**src/rtl/jzjpcc_pkg.sv**
```systemverilog
// Shared types and constants for the jzjpcc RV32I core.
package jzjpcc_pkg;

  // Major opcode field, instruction bits [6:2]
  typedef enum logic [4:0] {
    OPCODE_LOAD     = 5'b00000,
    OPCODE_MISC_MEM = 5'b00011,
    OPCODE_OP_IMM   = 5'b00100,
    OPCODE_AUIPC    = 5'b00101,
    OPCODE_STORE    = 5'b01000,
    OPCODE_OP       = 5'b01100,
    OPCODE_LUI      = 5'b01101,
    OPCODE_BRANCH   = 5'b11000,
    OPCODE_JALR     = 5'b11001,
    OPCODE_JAL      = 5'b11011,
    OPCODE_SYSTEM   = 5'b11100
  } opcode_t;

  // addi x0, x0, 0
  localparam logic [31:0] NOP_INSTRUCTION = 32'h00000013;

  typedef enum logic {
    RUN    = 1'b0,
    HALTED = 1'b1
  } fetch_state_t;

  // A control-transfer target must be 4-byte aligned (no compressed ISA)
  function automatic logic is_misaligned(input logic [31:0] addr);
    return addr[1];
  endfunction

endpackage

```
**src/rtl/jzjpcc_nextPCLogic.sv**
```systemverilog
// Decode-stage redirect resolution for JAL / JALR / taken BRANCH.
module jzjpcc_nextPCLogic
  import jzjpcc_pkg::*;
(
  input  opcode_t     opcode_i,
  input  logic        valid_i,
  input  logic [31:0] immediate_i_i,
  input  logic [31:0] immediate_b_i,
  input  logic [31:0] immediate_j_i,
  input  logic [31:0] rs1_value_i,
  input  logic        branch_taken_i,
  input  logic [31:0] pc_decode_i,
  output logic        redirect_o,
  output logic [31:0] target_o,
  output logic        misaligned_o
);

  logic transfer_s;

  // Select the transfer target and decide whether a transfer is requested
  always_comb begin
    transfer_s = 1'b0;
    target_o   = 32'h00000000;
    case (opcode_i)
      OPCODE_JAL: begin
        transfer_s = valid_i;
        target_o   = pc_decode_i + immediate_j_i;
      end
      OPCODE_JALR: begin
        transfer_s = valid_i;
        target_o   = (rs1_value_i + immediate_i_i) & ~32'h00000001;
      end
      OPCODE_BRANCH: begin
        transfer_s = valid_i & branch_taken_i;
        target_o   = pc_decode_i + immediate_b_i;
      end
      default: begin
        transfer_s = 1'b0;
        target_o   = 32'h00000000;
      end
    endcase
  end

  // A misaligned target turns the transfer into a fault instead of a redirect
  assign redirect_o   = transfer_s & ~is_misaligned(target_o);
  assign misaligned_o = transfer_s &  is_misaligned(target_o);

endmodule

```
**src/rtl/jzjpcc_fetch_stage.sv**
```systemverilog
// Fetch PC, IF/ID pipeline register and fetch fault FSM of the jzjpcc core.
module jzjpcc_fetch_stage
  import jzjpcc_pkg::*;
#(
  parameter logic [31:0] RESET_VECTOR = 32'h00000000
) (
  input  logic        clock,
  input  logic        n_reset,
  output logic [31:0] pc_fetch,
  input  logic [31:0] instruction_fetch,
  input  logic        stall,
  input  logic [31:0] immediateI,
  input  logic [31:0] immediateB,
  input  logic [31:0] immediateJ,
  input  logic [31:0] rs1Value_decode,
  input  logic        branchTaken_decode,
  output logic [29:0] instruction_decode,
  output logic [31:0] pc_decode,
  output logic [31:0] pcPlus4_decode,
  output logic        decodeValid,
  output logic        fetchFault
);

  localparam logic [29:0] BUBBLE_BITS = NOP_INSTRUCTION[31:2];

  fetch_state_t state_q;
  logic [31:0]  pc_q;
  logic [29:0]  instr_q;
  logic [31:0]  pc_dec_q;
  logic [31:0]  pc4_dec_q;
  logic         valid_q;
  logic         fault_q;

  logic         redirect_s;
  logic [31:0]  target_s;
  logic         misaligned_s;
  logic         illegal_low_s;

  jzjpcc_nextPCLogic u_next_pc (
    .opcode_i       (opcode_t'(instr_q[4:0])),
    .valid_i        (valid_q),
    .immediate_i_i  (immediateI),
    .immediate_b_i  (immediateB),
    .immediate_j_i  (immediateJ),
    .rs1_value_i    (rs1Value_decode),
    .branch_taken_i (branchTaken_decode),
    .pc_decode_i    (pc_dec_q),
    .redirect_o     (redirect_s),
    .target_o       (target_s),
    .misaligned_o   (misaligned_s)
  );

  // Only 32-bit encodings (low bits 2'b11) are supported
  assign illegal_low_s = (instruction_fetch[1:0] != 2'b11);

  // PC, IF/ID register and RUN/HALTED state; stall has top priority in RUN
  always_ff @(posedge clock or negedge n_reset) begin
    if (!n_reset) begin
      state_q   <= RUN;
      pc_q      <= RESET_VECTOR;
      instr_q   <= BUBBLE_BITS;
      pc_dec_q  <= 32'h00000000;
      pc4_dec_q <= 32'h00000004;
      valid_q   <= 1'b0;
      fault_q   <= 1'b0;
    end else begin
      case (state_q)
        RUN: begin
          if (stall) begin
            // Hold everything; a pending redirect waits for fresh rs1
            pc_q <= pc_q;
          end else if (redirect_s) begin
            pc_q    <= target_s;
            instr_q <= BUBBLE_BITS;
            valid_q <= 1'b0;
          end else if (misaligned_s || illegal_low_s) begin
            state_q <= HALTED;
            fault_q <= 1'b1;
            instr_q <= BUBBLE_BITS;
            valid_q <= 1'b0;
          end else begin
            instr_q   <= instruction_fetch[31:2];
            pc_dec_q  <= pc_q;
            pc4_dec_q <= pc_q + 32'd4;
            valid_q   <= 1'b1;
            pc_q      <= pc_q + 32'd4;
          end
        end
        HALTED: begin
          instr_q <= BUBBLE_BITS;
          valid_q <= 1'b0;
        end
        default: begin
          state_q <= HALTED;
          fault_q <= 1'b1;
          instr_q <= BUBBLE_BITS;
          valid_q <= 1'b0;
        end
      endcase
    end
  end

  assign pc_fetch           = pc_q;
  assign instruction_decode = instr_q;
  assign pc_decode          = pc_dec_q;
  assign pcPlus4_decode     = pc4_dec_q;
  assign decodeValid        = valid_q;
  assign fetchFault         = fault_q;

endmodule
```
**config.mk**
```make
export PLATFORM = sky130hd
export DESIGN_NAME = jzjpcc_fetch_stage
export DESIGN_NICKNAME = d
export VERILOG_FILES = /design/src/rtl/jzjpcc_pkg.sv /design/src/rtl/jzjpcc_nextPCLogic.sv /design/src/rtl/jzjpcc_fetch_stage.sv
export SDC_FILE = /design/constraint.sdc
export NUM_CORES = 1
export LEC_CHECK = 0
export ABC_AREA = 1
export ABC_CLOCK_PERIOD_IN_PS = 3450
export BUFFER_PORTS_ARGS = -buffer_cell sky130_fd_sc_hd__clkbuf_2
export CELL_PAD_IN_SITES_DETAIL_PLACEMENT = 1
export CELL_PAD_IN_SITES_GLOBAL_PLACEMENT = 2
export CORE_ASPECT_RATIO = 0.8
export CORE_MARGIN = 2
export CORE_UTILIZATION = 28
export DETAILED_ROUTE_END_ITERATION = 8
export GPL_TIMING_DRIVEN = 0
export PLACE_DENSITY = 0.93
export SLEW_MARGIN = 20
export SYNTH_ARGS = -nofsm -noshare
export SYNTH_HDL_FRONTEND = slang
export SYNTH_SLANG_ARGS = --single-unit
```
**constraint.sdc**
```tcl
create_clock -name clock -period 3.45 [get_ports clock]
set_clock_uncertainty 0.2 [all_clocks]
set_input_delay 0.5175 -clock clock [delete_from_list [all_inputs] [get_ports clock]]
set_output_delay 0.5175 -clock clock [all_outputs]
set_load 0.01 [all_outputs]
```
### After elaboration in Yosys (flattened, before gate mapping)

Cells that the tools add are included.

* bits of input ports: 164
* output and inout bits: 128
* register bits after elaboration: 129
* word-level logic and storage cells: 46

* bitwise gates (word level): 8
* add/subtract/negate cells: 4
* equality and inequality tests: 6
* multiplexer cells: 16
* reductions and logical operators: 5

Operator list (number)
* 32-bit adder: 3
* 32-bit case mux with 3 select lines: 1
* 30-bit two-way mux: 3
* 32-bit two-way mux: 2
* 30-bit case mux with 2 select lines: 1
* 32-bit by 3-bit adder with 32-bit output (second input constant): 1
* 5-bit == test (second input constant): 3
* 4-bit AND reduction: 2
* 1-bit two-way mux: 7
* 2-bit != test (second input constant): 3
* 1-bit NOT: 5
* 1-bit case mux with 2 select lines: 2
* 1-bit bitwise AND: 3
* 3-bit AND reduction: 1
* 2-bit OR reduction: 1
* 1-bit logical OR: 1

### Longest topological paths before layout

* depth in word-level cells: 9
* depth in mapped cells: 22
* depth with buffers taken out: 21

### Cells and area by module

From an unflattened synthesis, not the netlist that was laid out.

* cells, all modules: 1909
* area, all modules: 11532.3 um2

By module, submodules not included
* jzjpcc_fetch_stage: sequential area each 3180.6 um2, cells each 700, times used 1, area an instance 5876.9 um2
* jzjpcc_nextPCLogic: sequential area each 0.0 um2, cells each 1209, times used 1, area an instance 5655.4 um2

### Worst setup path after synthesis

OpenSTA, ideal clock, no wires.

* path type: reg-to-reg
* start point: reg instr_q[2] (netlist: instruction_decode[2])
* end point: reg pc_q[8] (netlist: pc_fetch[8])
* path buffers: 1
* arrival time: 2.653 ns
* period minus slack after synthesis: 2.979 ns
* data required time: 3.123 ns
* setup time: 0.127 ns
* cell stages (with the launch flop): 18
* slack: 0.471 ns
* cell sequence: dfstp_2 -> nor2_4 -> nand3_4 -> inv_1 -> clkbuf_1 -> nand2_1 -> nand2_1 -> ha_1 -> fa_1 -> nand3_1 -> nand3_1 -> nand2_1 -> nand2_1 -> or2_2 -> nand3_1 -> nand3_1 -> o211ai_1 -> o21ai_1

* cells in the longest elaborated chain, start to end: 7
* elaborated cells on any way between the ends: 13
* those cells by class: eq/ne: 4; mux: 3; bitwise: 3; reduce/logical: 3

Ends and longest elaborated chain
* from (decl): line jzjpcc_fetch_stage.sv:28 `logic [29:0] instr_q;`
* from (signal assigned): line jzjpcc_fetch_stage.sv:82 `instr_q <= instruction_fetch[31:2];`
* 5-bit == test: line jzjpcc_nextPCLogic.sv:24 `case (opcode_i)`
* 2-bit OR reduction (no line)
* 1-bit case mux with 2 select lines: line jzjpcc_nextPCLogic.sv:24
* 1-bit bitwise AND: line jzjpcc_nextPCLogic.sv:46 `assign misaligned_o = transfer_s & is_misaligned(target_o);`
* 1-bit logical OR: line jzjpcc_fetch_stage.sv:76 `end else if (misaligned_s || illegal_low_s) begin`
* 2-bit != test (no line)
* 3-bit AND reduction (no line)
* to (signal assigned): line jzjpcc_fetch_stage.sv:71 `pc_q <= pc_q;`
* to (signal assigned): line jzjpcc_fetch_stage.sv:73 `pc_q <= target_s;`
* to (signal assigned): line jzjpcc_fetch_stage.sv:86 `pc_q <= pc_q + 32'd4;`
* to (decl): line jzjpcc_fetch_stage.sv:27 `logic [31:0] pc_q;`

Several ways; a longest one is shown, not always the timed one.
A chain may end at the register's enable or synchronous reset.

### Final worst setup path

* start point: reg instr_q[1] (netlist: instruction_decode[1])
* end point: reg pc_q[28] (netlist: pc_fetch[28])

Same word-level chain as after synthesis.

==> impl_metrics.csv <==
group,metric,value,unit
route,via_per_inst,4.78,
route,dr.pass1.iters,5,
clocking,clk_pin_slew_worst_paths,0.07,ns
timing,hold_viol,0,
clocking,insertion_delay,0.45,ns
worst_setup_path,cp_max_fo,10,
yosys,syn_inst,1843,
global_routing,grt_overflow_total,0,
yosys,synth_edf_count,0,
yosys,synth_ff_type,"dfrtp_1",
worst_setup_path,crit_chain,"nor2_2, nand3_4, inv_4, buf_6, nand2_1, nand2_1, ha_1, nand2_2, inv_1, a21oi_2, nand3_1, nand2_1, nand3_1, nand3_1, nand3_1, nand2_1, nand2_1",
clocking,ctsRootBufferMaster,"clkbuf_16",
clocking,cts_tree,"built",
yosys,synth_nets,2078,
power_and_ir_drop,vdd_ir_drop_max,0.365,mV
power_and_ir_drop,power.total,5.20,mW
die,die_area,41800,µm²
final_layout,areaGrowthSynthToFinish,26.6,%
run,maxCapViolCount,0,
final_layout,finalNetCount,2393,
die,core_area,39500,µm²
global_routing,grt_pass1_wl,76300,µm
die,io_pins,292,
final_layout,antenna_cells,0,
global_routing,grt_antenna_before_repair,0,
global_routing,grt_max_degree,85,
yosys,yosys_warnings,0,
worst_setup_path,max_stage_delay,0.45,ns
timing,worst_pin_slew,0.794,ns
power_and_ir_drop,p_leak,8.22,nW
timing,period_share,94.2,%
final_layout,multi_input_area,6840,µm²
worst_setup_path,worstPathRequired,3.58,ns
timing,setup_violations,0,
placement,numPortBuffers,291,
worst_setup_path,crit_path_end_kind,"flip-flop",
timing,maxSlewViolCount,0,
yosys,synth_cell_type_count,45,
clocking,numCtsBuffers,17,
worst_setup_path,cp_data_arrival_time,3.38,ns
clocking,cts_sinks,127,
timing,holdWs,0.0792,ns
final_layout,final_layout_size_suffix_gt1_share,18.9,%
global_routing,grt_usage,23.9,%
yosys,syn-mean-instance-area,6.10,µm²
timing,fin_tns_setup,0,ns
timing,fmax,308,MHz
route,drtIter0Drc,764,
route,vias,12900,
route,postRouteAntennaNets,0,
route,wirelength,50500,µm
run_status,status,"complete, no violations",
timing,slew_headroom,47.0,%
final_layout,n_fill_cell,5317,
worst_setup_path,startpoint_type,"flip-flop",
route,post_drt_wl_per_cell,18.7,µm
yosys,yosysSeqAreaShare,28.3,%
route,drc,0,
worst_hold_path,hp-class,"in2reg",
yosys,ys_seq_elements,127,
yosys,async_reset_ff_share,100,%
placement,placed_cells,2671,
clocking,cts_max_level,4,
die,rows,65,
timing,rsz0062_at_grt,"no",
die,dieHeight,183,µm
worst_setup_path,crit_type,"reg2reg",
worst_setup_path,cp_common_cell,"nand2_1",
clocking,clock_path_buffers,2,
final_layout,final_cells,2707,
placement,gp_congestion,0.906,
die,dieWidth,228,µm
die,start_util,28.4,%
power_and_ir_drop,power.density,365,nW/µm²
yosys,netlist_area,11200,µm²
placement,hpwlAfterDp,42500,µm
worst_setup_path,worst_path_max_delay_cell,"dfrtp_1",
global_routing,grt_pass1_vias,13100,
timing,layout_min_cycle_time,3.25,ns
final_layout,regArea,3180,µm²
[worst paths after layout]
path	start	to	slack, ns	depth (start not counted)
max reg2reg	instruction_decode[1]	pc_fetch[28]	0.20	17
min reg2reg	fetchFault	fetchFault	0.27	1
max in group asynchronous	n_reset	pc_decode[29]	1.90	3
min in group asynchronous	n_reset	instruction_decode[26]	0.37	2
max	instruction_decode[1]	pc_fetch[28]	0.20	17
min	instruction_fetch[6]	instruction_decode[4]	0.08	3
[cells in the final DEF (no fill, tap or decap), types with 3 or more instances in the layout]
cell type    n
a21oi_1     62
a22o_1      25
and2_1       8
buf_2       11
buf_4       14
buf_6        8
bufinv_16    5
clkbuf_1    11
clkbuf_16   17
clkbuf_2   290
clkinv_4     3
dfrtp_1    125
ha_1        65
ha_2         4
inv_1      281
inv_6        3
nand2_1    762
nand2_2      8
nand3_1    123
nand3_2      4
nand3b_1    12
nand4_1     12
nor2_1     129
nor2_2       7
nor2_4       3
nor3_1      19
o211ai_1     3
o21ai_0     52
o21ai_1     25
o21bai_1     4
or2_2       10
xnor2_1      4
xor2_1      28
[cell usage after synthesis, drive strengths merged (2+ instances only)]
master / number / area [µm²]
nand4: 13 / 87.6
a21o: 2 / 15.0
fa: 2 / 40.0
o21ai: 79 / 410
a22o: 25 / 219
nor4: 2 / 12.5
dfstp: 2 / 52.6
xor2: 28 / 245
dfrtp: 125 / 3130
o21bai: 4 / 30.0
inv: 285 / 1070
nor3: 21 / 116
buf: 27 / 173
nor2: 139 / 539
clkbuf: 16 / 60.1
a21oi: 63 / 315
nand3: 128 / 668
xnor2: 4 / 35.0
o211ai: 3 / 22.5
or2: 10 / 62.6
and2: 8 / 50.1
nand2: 771 / 2900
nand3b: 12 / 90.1
ha: 69 / 863
[layer usage]
layer	routed length, µm	global-route usage (%)	vias to the layer above	share of wire, %
met5	0	0	-	0
met4	1010	5.99	0	2.0
met3	3740	6.61	52	7.4
met2	22100	37.7	329	44
met1	23700	32.4	6189	47
li1	-	-	6373	-
[per-stage QoR]
| stage | utilization (%) | worst slack (ns) | cell area [µm²] |
|---|---|---|---|
| finish | 36.0 | 0.201 | 14200 |
| global placement | 33.8 | -0.595 | 13400 |
| global route | 36.0 | 0.0201 | 14200 |
| detailed placement | 33.9 | -0.617 | 13400 |
| floorplan | - | 0.471 | 11200 |
| CTS | 35.7 | -0.0743 | 14100 |
[flip-flops by register name, summed over array words and instances (netlist names)]
register	count
pc_decode	32
state_q	1
fetchFault	1
pc_fetch	32
decodeValid	1
instruction_decode	30
pcPlus4_decode	30
[power breakdown]
group	leakage, nW	total, mW	internal, mW	switching, mW
sequential	1.65	1.71	1.58	0.124
clock	0.320	2.06	1.29	0.766
combinational	6.25	1.43	0.500	0.932
[kinds of logic after synthesis]
kind of cell    count (synthesis)  synth area share [%]
flops                         127                  28.3
fa+ha+maj                      71                  8.03
xor+xnor                       32                  2.49
compound gates                179                  9.20
simple gates                 1105                  40.3
buf+inv                       329                  11.6
[final cells by class]
cell class | instances | share of cell area, %
Sequential cell | 127 | 22.3
Inverter | 286 | 7.57
Multi-Input combinational cell | 1387 | 48.0
Clock buffer | 17 | 2.99
Buffer | 43 | 2.05
Timing Repair Buffer | 296 | 10.7
Tap cell | 536 | 4.71
Clock inverter | 15 | 1.63
[critical path: cells and delay by family, from the launching register on]
kind / cells / cell delay (ns)
AND/OR/NAND/NOR: 12 / 1.60
flip-flops: 1 / 0.45
buffers and inverters: 3 / 0.35
adder cells (fa/ha/maj): 1 / 0.33
AO/OA/AOI/OAI: 1 / 0.21
[what timing repair did]
| action | CTS | global route |
|---|---|---|
| endpoints found under the setup margin | 31 | 30 |
| setup buffers | 0 | 3 |
| endpoints found under the hold margin | 41 | 0 |
| hold buffers | 1 | 0 |
| gates resized for setup | 16 | 41 |
(Power assumes the default switching activity.)
